**src/rtl/pipe_stage_skid.sv**
```systemverilog
// Stallable inter-stage register with a two-entry skid buffer.
// Bubbles carry an all-zero control field; stall cycles are counted.
module pipe_stage_skid #(
    parameter int N      = 32,
    parameter int CTRL_W = 8,
    parameter int CNT_W  = 16
) (
    input  logic              CLK,
    input  logic              RST,
    input  logic              in_valid,
    output logic              in_ready,
    input  logic [N-1:0]      in_data,
    input  logic [CTRL_W-1:0] in_ctrl,
    input  logic              flush,
    output logic              out_valid,
    input  logic              out_ready,
    output logic [N-1:0]      out_data,
    output logic [CTRL_W-1:0] out_ctrl,
    output logic [CNT_W-1:0]  stall_cnt
);

    logic              main_valid_q, main_valid_d;
    logic [N-1:0]      main_data_q, main_data_d;
    logic [CTRL_W-1:0] main_ctrl_q, main_ctrl_d;
    logic              skid_valid_q, skid_valid_d;
    logic [N-1:0]      skid_data_q, skid_data_d;
    logic [CTRL_W-1:0] skid_ctrl_q, skid_ctrl_d;
    logic [CNT_W-1:0]  stall_q, stall_d;
    logic              acc, drn;

    // in_ready depends on registered state only, never on out_ready
    assign in_ready  = !skid_valid_q;
    assign out_valid = main_valid_q;
    assign out_data  = main_data_q;
    assign out_ctrl  = main_valid_q ? main_ctrl_q : '0;
    assign stall_cnt = stall_q;

    assign acc = in_valid & in_ready;
    assign drn = main_valid_q & out_ready;

    always_comb begin
        main_valid_d = main_valid_q;
        main_data_d  = main_data_q;
        main_ctrl_d  = main_ctrl_q;
        skid_valid_d = skid_valid_q;
        skid_data_d  = skid_data_q;
        skid_ctrl_d  = skid_ctrl_q;
        if (flush) begin
            main_valid_d = 1'b0;
            skid_valid_d = 1'b0;
        end else if (!main_valid_q) begin
            if (acc) begin
                main_valid_d = 1'b1;
                main_data_d  = in_data;
                main_ctrl_d  = in_ctrl;
            end
        end else if (!skid_valid_q) begin
            if (acc && drn) begin
                main_data_d = in_data;
                main_ctrl_d = in_ctrl;
            end else if (acc) begin
                skid_valid_d = 1'b1;
                skid_data_d  = in_data;
                skid_ctrl_d  = in_ctrl;
            end else if (drn) begin
                main_valid_d = 1'b0;
            end
        end else if (drn) begin
            main_data_d  = skid_data_q;
            main_ctrl_d  = skid_ctrl_q;
            skid_valid_d = 1'b0;
        end
    end

    // Saturating; flush does not touch it
    always_comb begin
        stall_d = stall_q;
        if (main_valid_q && !out_ready && stall_q != '1)
            stall_d = stall_q + CNT_W'(1);
    end

    always_ff @(posedge CLK or negedge RST) begin
        if (!RST) begin
            main_valid_q <= 1'b0;
            main_data_q  <= '0;
            main_ctrl_q  <= '0;
            skid_valid_q <= 1'b0;
            skid_data_q  <= '0;
            skid_ctrl_q  <= '0;
            stall_q      <= '0;
        end else begin
            main_valid_q <= main_valid_d;
            main_data_q  <= main_data_d;
            main_ctrl_q  <= main_ctrl_d;
            skid_valid_q <= skid_valid_d;
            skid_data_q  <= skid_data_d;
            skid_ctrl_q  <= skid_ctrl_d;
            stall_q      <= stall_d;
        end
    end

endmodule

```
**config.mk**
```make
export PLATFORM = sky130hd
export DESIGN_NAME = pipe_stage_skid
export DESIGN_NICKNAME = d
export VERILOG_FILES = /design/src/rtl/pipe_stage_skid.sv
export SDC_FILE = /design/constraint.sdc
export NUM_CORES = 1
export LEC_CHECK = 0
export ABC_AREA = 1
export BUFFER_PORTS_ARGS = -buffer_cell sky130_fd_sc_hd__clkbuf_2
export CAP_MARGIN = 40
export CORE_MARGIN = 2
export CORE_UTILIZATION = 25
export CTS_CLUSTER_SIZE = 12
export DETAILED_ROUTE_END_ITERATION = 8
export GPL_TIMING_DRIVEN = 0
export PLACE_DENSITY = 0.44
export SLEW_MARGIN = 20
export SYNTH_ARGS = -nofsm -noshare
export SYNTH_HDL_FRONTEND = slang
export SYNTH_SLANG_ARGS = --single-unit
```
**constraint.sdc**
```tcl
create_clock -name CLK -period 1.75 [get_ports CLK]
set_input_delay 0.0875 -clock CLK [delete_from_list [all_inputs] [get_ports CLK]]
set_output_delay 0.0875 -clock CLK [all_outputs]
set_load 0.05 [all_outputs]
```
==> impl_metrics.csv <==
group,metric,value,unit
clocking,clkLatencyLatePin,0.35,ns
grt,grt_overflow_total,0,
routing,drc,7,
setup_path,rr_worst_depth,5,
logic_synthesis,ys_seq_elements,98,
min_path,hold_path.class,"in2reg",
grt,grt-busiest-layer,"met2",
place,io_buffers,102,
setup_path,critPathCaptureType,"flip-flop",
power,ir_drop,616,uV
finish,seq_area,2450,um^2
setup_path,crit_required,1.98,ns
clocking,cts_buffers,9,
finish,fill_cells,1939,
clocking,clkTransAtPathRegs,0.07,ns
place,place_hpwl,9710,um
logic_synthesis,synth_xor_area_frac,0.0113,
setup_path,r2r-start,"out_valid",
setup_path,crit_type,"reg2reg",
finish,antenna-diode-count,0,
min_path,min_delay_worst_endpoint,"skid_ctrl_q[3]",
setup_path,slowest_stage,"clkbuf_1",
routing,drt_wl_total,13500,um
grt,grt_pass1_wl,22400,um
setup_path,ff2ff_setup_slack,0.13,ns
logic_synthesis,synth_fa_ha_area_frac,0.00270,
grt,use_met1,0.197,
logic_synthesis,yosysTopAreaCell,"dfrtp_1",
floorplan,pin_count,103,
finish,layout.cells.non_filler,977,
setup_path,critPathLaunchType,"flip-flop",
clocking,cts_tree,"built",
grt,grtUsageMet2,0.233,
logic_synthesis,synth-seq-area-share,0.529,
grt,track_usage,0.144,
floorplan,die-height,140,um
finish,layout.nets,790,
logic_synthesis,synth_mux_area_frac,0,
setup_path,timing.rr.end,"out_data[20]",
clocking,clockBufferDepth,2,
setup_path,crit_path_cell_trace,"nand2_2 -> clkbuf_1 -> o21ai_0 -> nand2_1 -> nand2_1",
place,globalplace.congestion,0.772,
setup_path,cp_data_arrival_time,1.85,ns
floorplan,die_width,140,um
place,dp_cells,932,
grt,grt_use_met3,0.0369,
finish,area_growth,31.1,%
sta,min_period,1.62,ns
sta,fin_tns_setup,0,ns
sta,worst_pin_slew,0.535,ns
sta,finalHoldViolCount,0,
min_path,hold-path-cell-count,3,
clocking,cts_root_buffer,"clkbuf_16",
clocking,clock-sinks,98,
floorplan,rows,49,
setup_path,cp_slowest_stage_delay,0.46,ns
logic_synthesis,yosys.area.top_type_share,0.529,
floorplan,initial_core_util,0.256,
logic_synthesis,synth_compound_area_frac,0.147,
logic_synthesis,yosysUniqueCellTypes,25,
finish,multi_input_area,1830,um^2
power,powerDensity,1190,nW/um^2
sta,setup_viol,0,
logic_synthesis,synth-simple-area-share,0.229,
logic_synthesis,synth_cells,600,
routing,avgViaCountPerCell,4.39,
finish,drive_gt1_frac,0.213,
routing,ant_nets,0,
routing,drt-wirelength-per-cell,13.8,um
min_path,hold_start,"in_ctrl[3]",
sta,relSlewSlack,0.643,
status,violations,"design-rule violations",
logic_synthesis,avgSynthCellArea,7.73,um^2
flow_run,maxCapViolCount,0,
sta,drv_slew,0,
routing,vias,4288,
logic_synthesis,synth_top_family_by_area,"simple AND/OR/NAND/NOR gates",
grt,grt_pass1_vias,4297,
sta,fmax,619,MHz
floorplan,core-area,18100,um^2
logic_synthesis,yosys_warnings,0,
logic_synthesis,netlist_area,4640,um^2
sta,layout_worst_path_cycle_share,0.923,
sta,fin_worst_skew,0.00635,ns
grt,antenna_found_initial,0,
status,status,"finished, violations left",
setup_path,worstPathMaxFanout,10,
logic_synthesis,synth_fp_nets,646,
grt,grt_max_degree,70,
routing,drt_iter0_drc,201,
setup_path,cp_common_cell,"nand2_1",
floorplan,dieArea,19600,um^2
power,power.leakage,0.00324,uW
routing,first_pass_iters,8,
clocking,h-tree-depth,3,
logic_synthesis,synth.area.top_cells,"dfrtp_1 (53%), nand2_1 (16%), o21ai_0 (8.3%), inv_1 (4.9%), a21oi_1 (4.5%)",
==> layer usage <==
metal  share of wire  up-vias
met5               0        -
met4          0.0068        0
met3           0.057        7
met2            0.45      109
met1            0.48     2005
li1                -     2167
==> worst max path at each step <==
stage	from	endpoint	slack, ns	cells after the start
2_1_floorplan	out_valid	main_ctrl_q[0]	0.1	6
3_3_place_gp	RST	stall_cnt[0]	-1.08	1
3_5_place_dp	out_valid	out_data[24]	-0.07	6
4_1_cts	out_valid	skid_data_q[1]	0.04	6
5_1_grt	out_valid	out_data[12]	-0.02	7
6_report	out_valid	out_data[20]	0.13	5
==> kinds of logic (layout without fill, tap and decap cells) <==
family | count (synthesis) | count (layout)
and+or+nand+nor | 269 | 269
xor gates and xnor gates | 6 | 6
AOI/OAI and AO/OA | 132 | 132
buffers and inverters | 94 | 242
adders and majority gates | 1 | 1
DFF | 98 | 98
==> layout make-up <==
cell class | count | area share
Multi-Input combinational cell | 408 | 0.300
Clock buffer | 13 | 0.0461
Inverter | 64 | 0.0395
Buffer | 30 | 0.0237
Clock inverter | 2 | 0.00165
Timing Repair Buffer | 133 | 0.138
Sequential cell | 98 | 0.404
Tap cell | 229 | 0.0471
==> cells in the final DEF, fill, tap and decap left out, types with 6 or more instances in the layout <==
cell and n:
nand4_1 6, o21ai_1 7, nor2_1 54, a21oi_1 42, buf_2 10, clkbuf_16 9
dfrtp_1 96, inv_1 61, clkbuf_1 10, nand3_1 8, o21ai_0 77, dlygate4sd3_1 26
nand2_1 191, clkbuf_2 110
==> stage by stage <==
step                      hold WS, ns  utilization  instance area (um^2)  power (uW)  worst slack (ns)
final                          0.0113        0.336                  6080        7210             0.134
after global routing           0.0165        0.336                  6080        7670           -0.0208
after CTS                    0.000503        0.333                  6030        7320            0.0393
after detailed placement    -0.000335        0.303                  5470        5240           -0.0740
after global placement          0.279        0.301                  5440        5190             -1.08
after floorplan                -0.208            -                  4640        4600            0.0979
==> registers in the layout (all words and copies together) (netlist names) <==
register / cells
out_data: 32
skid_data_q: 32
stall_cnt: 16
main_ctrl_q: 8
skid_ctrl_q: 8
out_valid: 1
skid_valid_q: 1
==> synth_stat cells (all sizes together) <==
cell      n
buf      11
or2       1
a21oi    42
nor2     59
nand4     6
nand3     8
xor2      4
a211oi    1
xnor2     2
inv      64
dfrtp    98
nand2   194
a31oi     1
nor3      1
o21ai    88
ha        1
clkbuf   19
==> power by group <==
| group | switching, uW | leakage, uW | internal, uW |
|---|---|---|---|
| logic | 1620 | 0.00193 | 567 |
| clock network | 866 | 0.000147 | 1110 |
| registers | 279 | 0.00117 | 2770 |
| total | 2770 | 0.00324 | 4450 |
==> critical path: cells and delay by family, from the launching register on <==
family          cells  cell delay [ns]
buf+inv             1             0.46
flops               1             0.44
simple gates        3             0.40
compound gates      1             0.20
==> timing repair <==
action,in CTS,in global routing
hold buffers,26,0
endpoints found under the setup margin,48,77
setup buffers,0,4
resized for setup,2,12
pin swaps,0,2
hold endpoints to repair,77,0
Note: power is estimated with default switching activity, not from simulation.
